==> config.mk <==
export PLATFORM = sky130hd
export DESIGN_NAME = euler_step_engine
export DESIGN_NICKNAME = d
export VERILOG_FILES = /design/src/rtl/ode_mem_map_pkg.sv /design/src/rtl/add_sub_cla.sv /design/src/rtl/euler_mac.sv /design/src/rtl/multiplier_16bit.sv /design/src/rtl/euler_step_engine.sv
export SDC_FILE = /design/constraint.sdc
export NUM_CORES = 2
export LEC_CHECK = 0
export CAP_MARGIN = 20
export CORE_ASPECT_RATIO = 1.75
export CORE_MARGIN = 5
export CORE_UTILIZATION = 53
export CTS_BUF_LIST = sky130_fd_sc_hd__clkbuf_4 sky130_fd_sc_hd__clkbuf_8 sky130_fd_sc_hd__clkbuf_16
export DETAILED_ROUTE_END_ITERATION = 12
export HOLD_SLACK_MARGIN = 0.02
export PLACE_DENSITY = 0.74
export REMOVE_ABC_BUFFERS = 1
export SLEW_MARGIN = 30
export SYNTH_ARGS = -nofsm -noshare
export SYNTH_HDL_FRONTEND = slang
export SYNTH_HIERARCHICAL = 1
export SYNTH_SLANG_ARGS = --single-unit
==> constraint.sdc <==
create_clock -name CLK -period 23.8 [get_ports CLK]
set_input_delay 3.57 -clock CLK [delete_from_list [all_inputs] [get_ports CLK]]
set_output_delay 3.57 -clock CLK [all_outputs]
set_load 0.02 [all_outputs]
==> src/rtl/ode_mem_map_pkg.sv <==
// Shared RAM map, fixed-point format and FSM encoding for the ODE solver blocks.
// The fixed-point format is signed Q8.8, so unity is 0x0100.
package ode_mem_map_pkg;

    localparam int unsigned N_ADD          = 0;
    localparam int unsigned M_ADD          = 1;
    localparam int unsigned HTEMP_ADD      = 4;
    localparam int unsigned X_PROCESS_BASE = 6;
    localparam int unsigned X_INIT_BASE    = 56;
    localparam int unsigned A_BASE         = 156;
    localparam int unsigned B_BASE         = 2656;
    localparam int unsigned U_BASE         = 5156;

    localparam int unsigned MAX_N        = 50;
    localparam int unsigned FP_FRAC_BITS = 8;
    localparam logic [15:0] FP_ONE       = 16'h0100;

    typedef enum logic [3:0] {
        S_IDLE,
        S_RD_NM,
        S_RD_H,
        S_A_ADDR,
        S_A_MAC,
        S_B_ADDR,
        S_B_MAC,
        S_X_ADDR,
        S_X_UPD,
        S_DONE,
        S_REARM,
        S_ERROR
    } euler_state_e;

endpackage

==> src/rtl/add_sub_cla.sv <==
// 16-bit signed carry-lookahead adder/subtractor; invalid flags two's-complement overflow.
module add_sub_cla (
    input  logic [15:0] a_i,
    input  logic [15:0] b_i,
    input  logic        sub_i,
    output logic [15:0] sum_o,
    output logic        invalid_o
);
    logic [15:0] b_eff;
    logic [15:0] gen;
    logic [15:0] prop;
    logic [16:0] carry;

    assign b_eff = b_i ^ {16{sub_i}};
    assign gen   = a_i & b_eff;
    assign prop  = a_i ^ b_eff;

    // NOTE: every bit of carry is assigned on every pass, so no latch is inferred.
    always_comb begin
        carry    = '0;
        carry[0] = sub_i;
        for (int i = 0; i < 16; i++) begin
            carry[i+1] = gen[i] | (prop[i] & carry[i]);
        end
    end

    assign sum_o     = prop ^ carry[15:0];
    assign invalid_o = carry[16] ^ carry[15];

endmodule

==> src/rtl/euler_mac.sv <==
// Accumulator datapath: acc += a*b in accumulate mode, x + h*acc in update mode.
// A single fault flag merges multiplier overflow and adder overflow.
module euler_mac (
    input  logic        clk_i,
    input  logic        rst_i,
    input  logic        clear_i,
    input  logic        acc_en_i,
    input  logic        upd_i,
    input  logic [15:0] a_i,
    input  logic [15:0] b_i,
    input  logic [15:0] h_i,
    output logic [15:0] result_o,
    output logic        flag_o
);
    logic [15:0] acc_q;
    logic [15:0] mul_a, mul_b, product, addend;
    logic        mult_overflow, add_invalid;

    // In update mode a_i carries x_init[i] straight from the RAM port.
    assign mul_a  = upd_i ? h_i   : a_i;
    assign mul_b  = upd_i ? acc_q : b_i;
    assign addend = upd_i ? a_i   : acc_q;

    multiplier_16bit u_mul (
        .a_i             (mul_a),
        .b_i             (mul_b),
        .product_o       (product),
        .mult_overflow_o (mult_overflow)
    );

    add_sub_cla u_add (
        .a_i       (addend),
        .b_i       (product),
        .sub_i     (1'b0),
        .sum_o     (result_o),
        .invalid_o (add_invalid)
    );

    assign flag_o = mult_overflow | add_invalid;

    // NOTE: state is updated with non-blocking assignments so every flop samples pre-edge values.
    always_ff @(posedge clk_i or posedge rst_i) begin
        if (rst_i) begin
            acc_q <= '0;
        end else if (clear_i) begin
            acc_q <= '0;
        end else if (acc_en_i) begin
            acc_q <= result_o;
        end
    end

endmodule

==> src/rtl/multiplier_16bit.sv <==
// Signed Q8.8 multiplier: full product rescaled by the fraction width, flagged when it leaves 16 bits.
module multiplier_16bit
    import ode_mem_map_pkg::*;
(
    input  logic signed [15:0] a_i,
    input  logic signed [15:0] b_i,
    output logic        [15:0] product_o,
    output logic               mult_overflow_o
);
    logic signed [31:0] full;
    logic signed [31:0] scaled;

    assign full            = a_i * b_i;
    assign scaled          = full >>> FP_FRAC_BITS;
    assign product_o       = scaled[15:0];
    assign mult_overflow_o = scaled[31:15] != {17{scaled[15]}};

endmodule

==> src/rtl/euler_step_engine.sv <==
// One explicit Euler step over the RAM-resident state vector:
// x_process[i] = x_init[i] + h*(A[i]*x_init + B[i]*U), one write per row.
module euler_step_engine
    import ode_mem_map_pkg::*;
#(
    parameter int ADDRESS_WIDTH = 13,
    parameter int DATA_WIDTH    = 64
) (
    input  logic                     CLK,
    input  logic                     RST,
    input  logic                     Euler_Enable,
    output logic                     Euler_End,
    output logic                     Euler_Error,
    input  logic [DATA_WIDTH-1:0]    RAM_Data_RD_A,
    input  logic [DATA_WIDTH-1:0]    RAM_Data_RD_B,
    output logic [ADDRESS_WIDTH-1:0] RAM_Address_RD_A,
    output logic [ADDRESS_WIDTH-1:0] RAM_Address_RD_B,
    output logic [DATA_WIDTH-1:0]    RAM_Data_WR,
    output logic [ADDRESS_WIDTH-1:0] RAM_Address_WR,
    output logic                     Euler_Memory_WR_Enable
);
    localparam int AW = ADDRESS_WIDTH;

    euler_state_e  state_q;
    logic [AW-1:0] n_q, m_q, i_q, j_q, k_q;
    logic [AW-1:0] rd_a_q, rd_b_q;
    logic [15:0]   h_q;
    logic          end_q, err_q;

    logic [15:0]   mac_result;
    logic          mac_flag, in_mac, in_upd, wr_en;
    logic          last_i, last_j, last_k;

    assign in_mac = (state_q == S_A_MAC) || (state_q == S_B_MAC);
    assign in_upd = state_q == S_X_UPD;
    assign wr_en  = in_upd && !mac_flag;
    assign last_i = i_q == n_q - AW'(1);
    assign last_j = j_q == n_q - AW'(1);
    assign last_k = k_q == m_q - AW'(1);

    euler_mac u_mac (
        .clk_i    (CLK),
        .rst_i    (RST),
        .clear_i  ((state_q == S_RD_H) || in_upd),
        .acc_en_i (in_mac),
        .upd_i    (in_upd),
        .a_i      (RAM_Data_RD_A[15:0]),
        .b_i      (RAM_Data_RD_B[15:0]),
        .h_i      (h_q),
        .result_o (mac_result),
        .flag_o   (mac_flag)
    );

    // The write strobe must drop in the same cycle a fault is seen, so it stays combinational.
    assign Euler_Memory_WR_Enable = wr_en;
    assign RAM_Address_WR   = wr_en ? AW'(X_PROCESS_BASE) + i_q : '0;
    assign RAM_Data_WR      = wr_en ? {{(DATA_WIDTH-16){mac_result[15]}}, mac_result} : '0;
    assign RAM_Address_RD_A = rd_a_q;
    assign RAM_Address_RD_B = rd_b_q;
    assign Euler_End        = end_q;
    assign Euler_Error      = err_q;

    always_ff @(posedge CLK or posedge RST) begin
        if (RST) begin
            state_q <= S_IDLE;
            n_q     <= '0;
            m_q     <= '0;
            i_q     <= '0;
            j_q     <= '0;
            k_q     <= '0;
            rd_a_q  <= '0;
            rd_b_q  <= '0;
            h_q     <= '0;
            end_q   <= 1'b0;
            err_q   <= 1'b0;
        end else begin
            end_q <= 1'b0;
            case (state_q)
                S_IDLE: if (Euler_Enable) begin
                    rd_a_q  <= AW'(N_ADD);
                    rd_b_q  <= AW'(M_ADD);
                    err_q   <= 1'b0;
                    state_q <= S_RD_NM;
                end
                S_RD_NM: begin
                    n_q <= RAM_Data_RD_A[AW-1:0];
                    m_q <= RAM_Data_RD_B[AW-1:0];
                    if (RAM_Data_RD_A > DATA_WIDTH'(MAX_N) || RAM_Data_RD_B > DATA_WIDTH'(MAX_N)) begin
                        state_q <= S_ERROR;
                    end else begin
                        rd_a_q  <= AW'(HTEMP_ADD);
                        state_q <= S_RD_H;
                    end
                end
                S_RD_H: begin
                    h_q <= RAM_Data_RD_A[15:0];
                    i_q <= '0;
                    j_q <= '0;
                    if (n_q == '0) begin
                        end_q   <= 1'b1;
                        state_q <= S_DONE;
                    end else begin
                        state_q <= S_A_ADDR;
                    end
                end
                S_A_ADDR: begin
                    rd_a_q  <= AW'(A_BASE) + i_q * n_q + j_q;
                    rd_b_q  <= AW'(X_INIT_BASE) + j_q;
                    state_q <= S_A_MAC;
                end
                S_A_MAC: begin
                    if (mac_flag) begin
                        state_q <= S_ERROR;
                    end else if (!last_j) begin
                        j_q     <= j_q + AW'(1);
                        state_q <= S_A_ADDR;
                    end else if (m_q != '0) begin
                        k_q     <= '0;
                        state_q <= S_B_ADDR;
                    end else begin
                        state_q <= S_X_ADDR;
                    end
                end
                S_B_ADDR: begin
                    rd_a_q  <= AW'(B_BASE) + i_q * m_q + k_q;
                    rd_b_q  <= AW'(U_BASE) + k_q;
                    state_q <= S_B_MAC;
                end
                S_B_MAC: begin
                    if (mac_flag) begin
                        state_q <= S_ERROR;
                    end else if (!last_k) begin
                        k_q     <= k_q + AW'(1);
                        state_q <= S_B_ADDR;
                    end else begin
                        state_q <= S_X_ADDR;
                    end
                end
                S_X_ADDR: begin
                    rd_a_q  <= AW'(X_INIT_BASE) + i_q;
                    state_q <= S_X_UPD;
                end
                S_X_UPD: begin
                    if (mac_flag) begin
                        state_q <= S_ERROR;
                    end else if (!last_i) begin
                        i_q     <= i_q + AW'(1);
                        j_q     <= '0;
                        state_q <= S_A_ADDR;
                    end else begin
                        end_q   <= 1'b1;
                        state_q <= S_DONE;
                    end
                end
                S_DONE: begin
                    rd_a_q  <= '0;
                    rd_b_q  <= '0;
                    state_q <= S_REARM;
                end
                S_REARM: if (!Euler_Enable) state_q <= S_IDLE;
                S_ERROR: begin
                    err_q   <= 1'b1;
                    end_q   <= 1'b1;
                    state_q <= S_DONE;
                end
                default: state_q <= S_IDLE;
            endcase
        end
    end

endmodule

-- Word level (Yosys, flattened, before mapping)
Cells that the tools add are included.
- flip-flop bits (word level): 129
- word-level logic and storage cells: 157
- input bits: 131
- output and inout bits: 106
- add/sub/neg operators: 13
- muxes and demuxes: 44
- bitwise operators: 35
- order comparisons: 2
- equal/unequal tests: 26
- reductions and logical operators: 22
- multiply operators: 3
- operators by type and width (cell ; number):
    $mux 13 ; 15
    $gt 64x6->1 const B ; 2
    $mux 16 ; 5
    $pmux 13 s6 ; 1
    $mux 64 ; 1
    $pmux 13 s2 ; 2
    $pmux 13 s4 ; 1
    $pmux 4 s12 ; 1
    $add 13x1->13 const B ; 3
    $eq 13x13->1 ; 3
    $pmux 13 s3 ; 1
    $mul 16x16->32 ; 1
    $mux 4 ; 8
    $xor 16x16->16 ; 2
    $add 13x13->13 ; 2
    $add 6x13->13 const A ; 2
    $mul 13x13->13 ; 2
    $sub 13x1->13 const B ; 2
    $ne 2x2->1 const B ; 10
    $and 16x16->16 ; 1
    $eq 4x3->1 const B ; 4
    $eq 4x4->1 const B ; 4
    $ne 16x16->1 ; 1
    $or 1x1->1 ; 16
    28 further kinds ; 55

-- Depth between registers and ports, before layout
- depth in word-level cells: 39
- mapped depth: 49
- mapped depth without buffers: 45

-- Cells and area by module
Netlist, hierarchy kept.
- by module, submodules not included (module ; seq. area each (sq um) ; times used ; cells each ; area each (sq um)):
    euler_step_engine ; 2827.7 ; 1 ; 1660 ; 14174.8
    multiplier_16bit ; 0.0 ; 1 ; 1066 ; 9645.5
    euler_mac ; 400.4 ; 1 ; 108 ; 1321.3
    add_sub_cla ; 0.0 ; 1 ; 65 ; 603.1

-- Worst setup path before layout
Ideal clock, no wire load.
- path type: input to output
- from: input port RAM_Data_RD_A[5]
- to: output port RAM_Data_WR[16]
- required time: 20230 ps
- buffers on the path: 2
- stages: 38
- arrival time: 15894 ps
- setup slack: 4336 ps
- cells stage by stage: mux2_2 > clkbuf_1 > and2_1 > fa_1 > fa_1 > ha_1 > inv_1 > fa_1 > fa_1 > fa_1 > inv_1 > ha_1 > nand3_1 > nor3_1 > nor2_1 > xnor2_1 > xnor2_1 > fa_1 > [... 2 more ...] > fa_1 > fa_1 > fa_1 > fa_1 > fa_1 > fa_1 > fa_1 > fa_1 > fa_1 > fa_1 > fa_1 > fa_1 > xor2_1 > or2_2 > nand2b_1 > inv_1 > and2_1 > buf_4
- longest elaborated chain between the ends: 38
- elaborated cells between the ends (all ways): 42
- those cells by class: mul (1); eq/ne (1); mux (3); bitwise (35); reduce/logical (2)
- ends and longest elaborated chain (what ; line ; source):
    start: declaration ; euler_step_engine.sv:14 ; input logic [DATA_WIDTH-1:0] RAM_Data_RD_A,
    $mux 16 (*) ; euler_mac.sv:20 ; assign mul_a = upd_i ? h_i : a_i;
    $mul 16x16->32 (*) ; multiplier_16bit.sv:13 ; assign full = a_i * b_i;
    net u_mac.product[1] ; euler_mac.sv:16 ; logic [15:0] mul_a, mul_b, product, addend;
    $xor 16x16->16 ; add_sub_cla.sv:16 ; assign prop = a_i ^ b_eff;
    $and 1x1->1 ; add_sub_cla.sv:23 ; carry[i+1] = gen[i] | (prop[i] & carry[i]);
    $or 1x1->1 (*) ; add_sub_cla.sv:23 ;
    $and 1x1->1 (*) ; add_sub_cla.sv:23 ;
    $or 1x1->1 (*) ; add_sub_cla.sv:23 ;
    [... 25 more ...] ; - ;
    $or 1x1->1 ; add_sub_cla.sv:23 ;
    $xor 1x1->1 (*) ; add_sub_cla.sv:28 ; assign invalid_o = carry[16] ^ carry[15];
    net u_mac.add_invalid ; euler_mac.sv:17 ; logic mult_overflow, add_invalid;
    $or 1x1->1 (*) ; euler_mac.sv:39 ; assign flag_o = mult_overflow | add_invalid;
    net mac_flag ; euler_step_engine.sv:31 ; logic mac_flag, in_mac, in_upd, wr_en;
    $logic_not 1->1 (*) ; euler_step_engine.sv:36 ; assign wr_en = in_upd && !mac_flag;
    $logic_and 1x1->1 (*) ; euler_step_engine.sv:36 ;
    $mux 64 (*) ; euler_step_engine.sv:57 ; assign RAM_Data_WR = wr_en ? {{(DATA_WIDTH-16){mac_result[15]}}, mac_result} : '0;
    end: declaration ; euler_step_engine.sv:18 ; output logic [DATA_WIDTH-1:0] RAM_Data_WR,
The timed path passes the listed nets; every way through them passes the cells marked *.

-- Worst setup path in the final report
- from: input port RAM_Data_RD_A[6]
- to: output port RAM_Data_WR[18]
- longest elaborated chain between the ends: 38
- elaborated cells between the ends (all ways): 42
- those cells by class: mul (1); eq/ne (1); mux (3); bitwise (35); reduce/logical (2)
- ends and longest elaborated chain (what ; line):
    $mux 16 (*) ; euler_mac.sv:20
    net u_mac.mul_a[6] ; euler_mac.sv:16
    $mul 16x16->32 (*) ; multiplier_16bit.sv:13
    net u_mac.product[1] ; euler_mac.sv:16
    $xor 16x16->16 ; add_sub_cla.sv:16
    $and 1x1->1 ; add_sub_cla.sv:23
    $or 1x1->1 (*) ; add_sub_cla.sv:23
    $and 1x1->1 (*) ; add_sub_cla.sv:23
    [... 26 more ...] ; -
    $or 1x1->1 ; add_sub_cla.sv:23
    $xor 1x1->1 (*) ; add_sub_cla.sv:28
    net u_mac.add_invalid ; euler_mac.sv:17
    $or 1x1->1 (*) ; euler_mac.sv:39
    net mac_flag ; euler_step_engine.sv:31
    $logic_not 1->1 (*) ; euler_step_engine.sv:36
    $logic_and 1x1->1 (*) ; euler_step_engine.sv:36
    $mux 64 (*) ; euler_step_engine.sv:57
Marks and branches as above.

==> metrics.md <==
| Metric | Value |
|---|---|
| Outcome | finished, final reports clean |
| Crit path launch type | input port |
| Layout Utilization | approximately 59% |
| Initial antenna violation count | 3 |
| Fraction of registers with async set/reset | between 90% and 100% |
| Port bufs | about 240 |
| CP Capture Point | RAM_Data_WR[18] |
| Critical Path RT | between 20 and 25 ns |
| Post-synthesis instance total | just under 3000 |
| Top Ports | about 240 |
| Grt ovf | 0 |
| Layout Nets | around 3700 |
| Clock Pin Slew Worst Setup and Hold Paths | 0.06 ns |
| DR iter-0 viols | approximately 1500 |
| Total die area | 0.05326 sq mm |
| Setup Fix Bufs, Post-CTS | 0 |
| Seq cells post-synth | roughly 130 |
| Slew Limit Fails | 0 |
| Final wirelength | 83670 um |
| DR pass1 iterations | 7 |
| Vias in the first global route | 22874 |
| Clock sink total | between 100 and 150 |
| Crit Path Category | in -> out |
| Area leader, netlist | fa_1 |
| Slowest stage cell, crit path | clkdlybuf4s50_1 |
| Worst-Skew Late Latency | between 0.4 and 0.5 ns |
| CTS resizes | 0 |
| Max Cap Viol | 0 |
| Core ar. | 0.04846 sq mm |
| Clk root buf | clkbuf_16 |
| Synth Flop Type | dfrtp_1 |
| Layout cell share with drive strength beyond 1 | 5.452% |
| Unique masters post-synth | approximately 90 |
| CP most frequent cell | fa_1 |
| Initial core utilization | 53.12% |
| Worst-margin pin slew | 0.9638 ns |
| Dpl cell area | 0.02807 sq mm |
| Synth warnings | 6 |
| Final hold violations | 0 |
| Routed Antenna Nets | 0 |
| CTS tree | done |
| First-pass GRT wire length | approximately 130000 um |
| EDFF count, synth | 0 |
| Drc violations | 0 |
| GP Congestion | roughly 1.0 |
| Htree depth | 4 |
| Reg2reg path depth | 42 |
| CP max FO | around 50 |
| FF-to-FF Start | state_q[1]$_DFFE_PP0P_ |
| RSZ-0062 raised after global routing | no |
| Design Area, Final | around 0.029 sq mm |
| Final setup vio count | 0 |
| DR WL/cell | 22.95 um |
| Critical Path Max Stage Delay | 0.76 ns |
| Die Y | 301.6 um |
| Mapped Area | roughly 0.026 sq mm |
| CTS Buf Count | 17 |
| Via count | around 21000 |
| Crit path arrival time | approximately 18 ns |
| R2r setup slk | around 8 ns |
| Largest net degree at the start of global routing | between 60 and 70 |
| Post-route minimum period | roughly 22 ns |
| Area Overhead vs Synth | 11.41% |
| Clk buf depth | 2 |
| Top cells by count, synth | 541 x inv_1, 396 x fa_1, 315 x nand2_1, 221 x and2_1, 182 x ha_1 |
| Die width | approximately 180 um |
| Area contributors post-synth | fa_1 31%, dfrtp_1 13%, ha_1 8.8% |
| Post-route clock period utilization | about nine tenths |
| Hold/Removal Path Class | reg -> reg |
| Max-slew headroom | about 36% |
| Gr usage total | between 30% and 40% |
| Vias per inst | about 5.8 |
| Fmax | approximately 46 MHz |
| Crit end category | output pin |
| Sequential area share after synthesis | 12.54% |
| Rows | approximately 110 |
| FF-to-FF End | j_q[8]$_DFFE_PP0P_ |
| Top-area cell type share of the netlist area | between 30% and 40% |
| Crit path launch | RAM_Data_RD_A[6] |
| Hold Slack | about 0.48 ns |
| Placed wire-length estimate | ~68000 um |
| Syn avg cell area | between 8 and 9 sq um |
| # hold bufs at CTS | 0 |
| Clock Skews | ~0.013 ns |
| Most common cell in the netlist | inv_1 |
==> how the worst min path moves through the flow <==
stage | start | endpoint | cells past startpoint
after floorplan | h_q[0]$_DFFE_PP0P_ | h_q[0]$_DFFE_PP0P_ | 2
after global placement | h_q[15]$_DFFE_PP0P_ | h_q[15]$_DFFE_PP0P_ | 2
after detailed placement | h_q[11]$_DFFE_PP0P_ | h_q[11]$_DFFE_PP0P_ | 2
after CTS | h_q[0]$_DFFE_PP0P_ | h_q[0]$_DFFE_PP0P_ | 2
after global routing | h_q[11]$_DFFE_PP0P_ | h_q[11]$_DFFE_PP0P_ | 2
final | h_q[11]$_DFFE_PP0P_ | h_q[11]$_DFFE_PP0P_ | 2
==> final cells by class <==
| class | instances | area (sq um) |
|---|---|---|
| Clock buffer | 19 | 446.7 |
| Inverter | 545 | 2051 |
| Multi-Input combinational cell | 2031 | 19480 |
| Clock inverter | 12 | 150.1 |
| Antenna cell | 2 | 5.005 |
| Tap cell | 654 | 818.3 |
| Fill cell | 4260 | 19780 |
| Timing Repair Buffer | 254 | 2497 |
| Sequential cell | 129 | 3228 |
==> placed cells by master, fill, tap and decap left out, types with 5 or more instances in the layout <==
| master | instances |
|---|---|
| a211oi_1 | 5 |
| nor4_1 | 39 |
| nor3b_1 | 7 |
| clkbuf_16 | 17 |
| xnor2_1 | 156 |
| a21oi_1 | 53 |
| a222oi_1 | 6 |
| nand4_1 | 31 |
| and3_1 | 9 |
| or3_1 | 16 |
| nand2b_1 | 17 |
| clkdlybuf4s50_1 | 236 |
| nand2_1 | 314 |
| nor2b_1 | 11 |
| mux2_2 | 48 |
| dfrtp_1 | 129 |
| o221ai_1 | 7 |
| a22oi_1 | 8 |
| a21o_1 | 24 |
| ha_1 | 182 |
| fa_1 | 396 |
| o21ai_0 | 55 |
| a211o_1 | 8 |
| inv_6 | 5 |
| buf_4 | 18 |
| and2_1 | 220 |
| xor2_1 | 61 |
| a221o_1 | 6 |
| a31oi_1 | 7 |
| mux2i_1 | 21 |
| nand3_1 | 34 |
| o211ai_1 | 9 |
| nor2_1 | 123 |
| mux2_4 | 20 |
| nor3_1 | 36 |
| inv_1 | 539 |
| nor2_2 | 11 |
==> critical path: cells and delay by family <==
kind | cells | cell delay (ns)
multiplexers | 1 | 0.51
XOR/XNOR | 3 | 0.50
buffers and inverters | 5 | 1.83
AND/OR/NAND/NOR | 7 | 2.48
adder cells (fa/ha/maj) | 22 | 9.25
==> through the flow <==
stage               cells  setup TNS [ns]  setup WS [ns]
global placement     3613               0          1.987
finish               3646               0          2.063
detailed placement   3613               0          2.180
floorplan            2705          -66.84         -1.364
CTS                  3644               0          2.159
global route         3644               0          1.641
==> cells by family (layout without fill, tap and decap cells) <==
group                      after synthesis  in the layout  share of synthesized area [%]
AOI/OAI and AO/OA                      234            234                          6.216
xor gates and xnor gates               220            220                          7.645
adders and majority gates              578            578                          39.64
buffers and inverters                  739            830                          11.86
DFF                                    129            129                          12.54
muxes                                   89             89                          4.082
other                                    1              3                        0.01457
and+or+nand+nor                        909            909                          18.01
==> flip-flops by register name (all words and copies together), names as in the netlist <==
name and cells:
i_q 13, RAM_Address_RD_B 13, state_q 4, RAM_Address_RD_A 13, j_q 13, k_q 13
Euler_End 1, m_q 13, h_q 16, Euler_Error 1, u_mac/acc_q 16, n_q 13
==> layer usage <==
metal | GRT usage [%] | wire, um | vias to the layer above
met5 | 0 | 13 | -
met4 | 24.13 | 8205 | 2
met3 | 5.054 | 4793 | 373
met2 | 56.93 | 43910 | 962
met1 | 32.69 | 26750 | 10501
li1 | - | - | 9144
Power is not shown: default switching activity piles up to over one toggle a cycle in this logic, so the estimate is an artifact.
